--- src/rtl/time_counter_if.sv ---
`default_nettype none
// +-----------------------------------------------------------------------+
// | time_counter_if                                                       |
// | Control and status bundle for the stopwatch timer.                    |
// | Revision: 1.0                                                         |
// +-----------------------------------------------------------------------+
interface time_counter_if;
  logic        start;
  logic        stop;
  logic [1:0]  min_counter;
  logic        clk_1Hz;
  logic        done;
  logic [7:0]  count;
  logic [26:0] counter;

  modport master (
    output start, stop,
    input  min_counter, clk_1Hz, done, count, counter
  );

  modport slave (
    input  start, stop,
    output min_counter, clk_1Hz, done, count, counter
  );
endinterface
`default_nettype wire

--- src/rtl/time_counter.sv ---
`default_nettype none
// +-----------------------------------------------------------------------+
// | time_counter                                                          |
// | Stopwatch: divides clk to a 1 s tick, counts seconds and minutes.     |
// | Revision: 1.0                                                         |
// +-----------------------------------------------------------------------+
module time_counter #(
  parameter int CLK_HZ    = 125_000_000,
  parameter int SEC_MAX   = 59,
  parameter int MIN_LIMIT = 3
) (
  input  wire logic     clk_125MHz,
  input  wire logic     rst,
  time_counter_if.slave bus
);

  localparam logic [26:0] c_cnt_top   = 27'(CLK_HZ - 1);
  localparam logic [26:0] c_cnt_half  = 27'(CLK_HZ / 2 - 1);
  localparam logic [7:0]  c_sec_max   = 8'(SEC_MAX);
  localparam logic [1:0]  c_min_limit = 2'(MIN_LIMIT);

  logic        start_q,   start_d;
  logic        run_q,     run_d;
  logic [26:0] counter_q, counter_d;
  logic        clk_1hz_q, clk_1hz_d;
  logic [7:0]  count_q,   count_d;
  logic [1:0]  min_q,     min_d;
  logic        done_q,    done_d;

  logic w_start_edge;
  logic w_advance;

  assign w_start_edge = bus.start & ~start_q;
  assign w_advance    = run_q & ~done_q;

  always_comb begin
    start_d   = bus.start;
    run_d     = run_q;
    counter_d = counter_q;
    clk_1hz_d = clk_1hz_q;
    count_d   = count_q;
    min_d     = min_q;
    done_d    = done_q;

    if (w_start_edge && !bus.stop) begin
      counter_d = '0;
      clk_1hz_d = 1'b0;
      count_d   = '0;
      min_d     = '0;
      done_d    = 1'b0;
      run_d     = 1'b1;
    end else begin
      if (w_advance) begin
        if (counter_q == c_cnt_top) begin
          counter_d = '0;
          clk_1hz_d = 1'b0;
          if (count_q == c_sec_max) begin
            count_d = '0;
            min_d   = min_q + 2'd1;
            // Reaching the limit freezes the divider at 0 in the same clock.
            if (min_d == c_min_limit) begin
              done_d = 1'b1;
              run_d  = 1'b0;
            end
          end else begin
            count_d = count_q + 8'd1;
          end
        end else begin
          counter_d = counter_q + 27'd1;
          if (counter_q == c_cnt_half) begin
            clk_1hz_d = 1'b1;
          end
        end
      end
      if (bus.stop) begin
        run_d = 1'b0;
      end
    end
  end

  always_ff @(posedge clk_125MHz or posedge rst) begin
    if (rst) begin
      start_q   <= 1'b0;
      run_q     <= 1'b0;
      counter_q <= '0;
      clk_1hz_q <= 1'b0;
      count_q   <= '0;
      min_q     <= '0;
      done_q    <= 1'b0;
    end else begin
      start_q   <= start_d;
      run_q     <= run_d;
      counter_q <= counter_d;
      clk_1hz_q <= clk_1hz_d;
      count_q   <= count_d;
      min_q     <= min_d;
      done_q    <= done_d;
    end
  end

  assign bus.counter     = counter_q;
  assign bus.clk_1Hz     = clk_1hz_q;
  assign bus.count       = count_q;
  assign bus.min_counter = min_q;
  assign bus.done        = done_q;

endmodule
`default_nettype wire

--- src/flat_wrapper.sv ---
// flat-port wrapper written by rule: the top's interface ports become plain ports
module time_counter_flat 
#(
  parameter int CLK_HZ    = 125_000_000,
  parameter int SEC_MAX   = 59,
  parameter int MIN_LIMIT = 3
)
  (clk_125MHz, rst, bus_start, bus_stop, bus_min_counter, bus_clk_1Hz, bus_done, bus_count, bus_counter);
  time_counter_if bus_i ();
  input  wire logic clk_125MHz;
  input  wire logic rst;
  input wire logic [$bits(bus_i.start)-1:0] bus_start;
  input wire logic [$bits(bus_i.stop)-1:0] bus_stop;
  output wire logic [$bits(bus_i.min_counter)-1:0] bus_min_counter;
  output wire logic [$bits(bus_i.clk_1Hz)-1:0] bus_clk_1Hz;
  output wire logic [$bits(bus_i.done)-1:0] bus_done;
  output wire logic [$bits(bus_i.count)-1:0] bus_count;
  output wire logic [$bits(bus_i.counter)-1:0] bus_counter;
  assign bus_i.start = bus_start;
  assign bus_i.stop = bus_stop;
  assign bus_min_counter = bus_i.min_counter;
  assign bus_clk_1Hz = bus_i.clk_1Hz;
  assign bus_done = bus_i.done;
  assign bus_count = bus_i.count;
  assign bus_counter = bus_i.counter;
  time_counter #(.CLK_HZ(CLK_HZ), .SEC_MAX(SEC_MAX), .MIN_LIMIT(MIN_LIMIT)) u_core (.clk_125MHz(clk_125MHz), .rst(rst), .bus(bus_i));
endmodule
--- config.mk ---
export PLATFORM = sky130hd
export DESIGN_NAME = time_counter_flat
export DESIGN_NICKNAME = d
export VERILOG_FILES = /design/src/rtl/time_counter_if.sv /design/src/rtl/time_counter.sv /design/src/flat_wrapper.sv
export SDC_FILE = /design/constraint.sdc
export NUM_CORES = 1
export LEC_CHECK = 0
export CAP_MARGIN = 5
export CORE_MARGIN = 2
export CORE_UTILIZATION = 35
export CTS_BUF_LIST = sky130_fd_sc_hd__clkbuf_4
export CTS_CLUSTER_DIAMETER = 50
export CTS_CLUSTER_SIZE = 28
export DETAILED_ROUTE_END_ITERATION = 16
export SLEW_MARGIN = 20
export SYNTH_ARGS = -nofsm -noshare
export SYNTH_HDL_FRONTEND = slang
export SYNTH_SLANG_ARGS = --single-unit
--- constraint.sdc ---
create_clock -name clk_125MHz -period 2.4 [get_ports clk_125MHz]
set_clock_uncertainty 0.1 [all_clocks]
set_input_delay 0.72 -clock clk_125MHz [delete_from_list [all_inputs] [get_ports clk_125MHz]]
set_output_delay 0.72 -clock clk_125MHz [all_outputs]
set_load 0.02 [all_outputs]
==> run metrics <==
Final Max Tran Viols=0; area leader, netlist=dfrtp_1; gpl congestion=0.841; FILL cells=~620; Mapped Area=roughly 2300 um^2; Reg-to-Reg Start=u_core.bus.counter[19]; Setup Viol. Count Final=0; IO Port Bufs=between 40 and 50; Initial DRT Pass Iterations=4; Final Critical Period=between 2 and 2.5 ns; Final #Nets=around 330; final core occ=around 50%; Critical Path End Type=output pin; Clk pin slew, worst setup/hold paths=0.13 ns; Hold Path Depth=1; CP startpoint kind=register; share of post-route cells with drive strength above 1=16.3%; dpl ws=-0.460 ns; Synth area leaders=dfrtp_1 45%, nor2_1 6.6%, xnor2_1 5.4%; reg-to-reg slack, setup=0.19 ns; Synth top area share=45.2%; Critical Path Start=u_core.bus.counter[14]; vias post-DR=approximately 2100; area grow syn2layout=35.8%; core footprint=~6300 um^2; Critical Path Max Stage Delay=0.66 ns; min-delay src=bus_start; die height=roughly 85 um; Worst Path Max Fanout=7; Final Total Pwr=~1.4 mW; slew margin rel.=61.7%; critical path's top delay family=buffers and inverters; CTS Hold Bufs=0; final hold viol count=0; worst path required time=1.58 ns; CP Cell Sequence=clkdlybuf4s50_1; status=finished, final reports clean; synth warn=0; max frequency=429 MHz; Post-synth EDFFs=0; clock buffer depth=2; Worst-Margin Slew=~0.57 ns; Syn Nets=255; worst reg2reg path endpoint=u_core.bus.count[7]; CTS Sinks=41; worst setup margin=0.0678 ns; Remaining DRCs=0; RSZ-0062 raised after global routing=false; Distinct cells, synth=43; antenna violations before repair=0; row count=29; CTS tree=yes; register area share after synthesis=45.2%; maxcap violations=0; R2R cell count=5; Hold Path Class=primary input to register; global route overflow=0; WP data arrival=1.51 ns; Die Span X=roughly 85 um; cell leakage power=~1.3 nW; Starting Density=35.9%; final worst-path cycle share=97.2%; vias in the first global route=about 2000; first-pass GRT wire length=slightly above 10000 um; clk root buf=clkbuf_4; IO Pins=43; antenna cells=0; crit path buf inv count=1; Worst VDD drop=between 0.2 and 0.3 mV; routed len/inst=about 15 um; CP max-delay cell=clkdlybuf4s50_1; syn avg cell area=9.15 um^2; clock latency at the later pin of the worst-skew pair=0.35 ns; ys async rst share=100%; total track usage=between 10% and 20%; largest net degree at the start of global routing=42; DRT Wirelength=5960 um; hold path endpoint=u_core.start_q; synthesized flop and latch total=41; top cells by count, synth=41 x dfrtp_1, 40 x nor2_1, 22 x nand2_1; most common cell in the netlist=dfrtp_1; Num CTS Buffers=5; initial DRC count=about 150; CP Class=register to output pin; die area=7150 um^2; Post-Syn Instances=between 200 and 250; ys flop type=dfrtp_1; post-route antenna net violation count=0; H-tree level count=2; post-DR vias/cell=5.26; pwr/cell area=465 nW/um^2; post-DP HPWL=~4400 um
cell usage in the layout, fill, tap and decap left out, drive strengths merged, types with 2 or more instances in the layout:
cell | synthesis | routed
dfrtp | 41 | 41
nor2 | 40 | 40
clkdlybuf4s50 | 0 | 40
buf | 4 | 30
nand2 | 22 | 22
nand3 | 19 | 19
xnor2 | 14 | 14
xor2 | 11 | 11
nand4 | 10 | 10
inv | 10 | 10
a21oi | 9 | 9
nor4 | 9 | 9
clkbuf | 4 | 6
nor3 | 5 | 5
and3 | 4 | 4
o21ai | 4 | 4
nand2b | 3 | 3
or3 | 3 | 3
o211ai | 3 | 3
or4 | 3 | 3
ha | 3 | 3
nand4b | 2 | 2
nor2b | 2 | 2
a211o | 2 | 2
a2111oi | 2 | 2
and2 | 2 | 2
o41ai | 2 | 2
a31oi | 2 | 2
o31ai | 2 | 2
clkinv | 0 | 2
dlymetal6s2s | 0 | 2
or4b | 2 | 2
worst max-delay path by stage:
stage	endpoint	cells after the start
6_report	bus_counter[14]	1
5_1_grt	bus_counter[16]	1
4_1_cts	bus_counter[8]	1
3_5_place_dp	u_core.bus.counter[26]	7
3_3_place_gp	u_core.bus.counter[26]	7
2_1_floorplan	u_core.bus.counter[12]	6
stage by stage:
step	instance area (um^2)	hold slack [ns]	setup TNS, ns	std cells
3_3_place_gp	2990	0.412	-6.44	388
2_1_floorplan	2270	0.451	0	248
3_5_place_dp	2990	0.415	-7.67	388
5_1_grt	3080	0.423	0	397
4_1_cts	3050	0.448	0	396
6_report	3080	0.434	0	397
area by class of cell:
type	count	area (um^2)	share of cell area (%)
multi-input cells	189	1190	38.5
flip-flops and latches	41	1030	33.5
repair buffers	72	676	21.9
well taps	77	96.3	3.12
clock buffers	6	45.0	1.46
inverters	10	37.5	1.22
clock inverters	2	10.0	0.325
kinds of logic (layout without fill, tap and decap cells):
| logic type | count (synthesis) | in the layout | share of synthesized area [%] |
|---|---|---|---|
| DFF | 41 | 41 | 45.2 |
| AOI/OAI and AO/OA | 28 | 28 | 8.49 |
| buffers and inverters | 18 | 90 | 3.47 |
| and+or+nand+nor | 132 | 132 | 31.1 |
| adders and majority gates | 3 | 3 | 1.65 |
| muxes | 1 | 1 | 0.441 |
| xor gates and xnor gates | 25 | 25 | 9.65 |
where the power goes:
part | switching, mW | leakage (nW) | total (mW) | internal [mW]
Combinational | 0.167 | 0.687 | 0.310 | 0.143
Clock | 0.226 | 0.0354 | 0.349 | 0.123
Sequential | 0.0458 | 0.548 | 0.776 | 0.730
sequential cells by signal (all words and copies together) (netlist names):
signal and flops:
u_core.start_q 1, u_core.run_q 1, u_core.bus.count 8, u_core.bus.clk_1Hz 1, u_core.bus.counter 27, u_core.bus.done 1, u_core.bus.min_counter 2
repair_timing:
| action | CTS | global route |
|---|---|---|
| pin swaps | 0 | 6 |
| endpoints found under the setup margin | 6 | 12 |
| setup buffers | 0 | 1 |
| gates resized for setup | 3 | 9 |
metal layers:
layer  vias up  routed length (um)  GRT usage (%)
met4         0                  67           4.33
met2        50                2810           28.0
met1      1008                2840           26.1
met5         -                   0              0
li1       1024                   -              -
met3         6                 242           3.05
No activity file was read; power rests on OpenSTA's default activity.
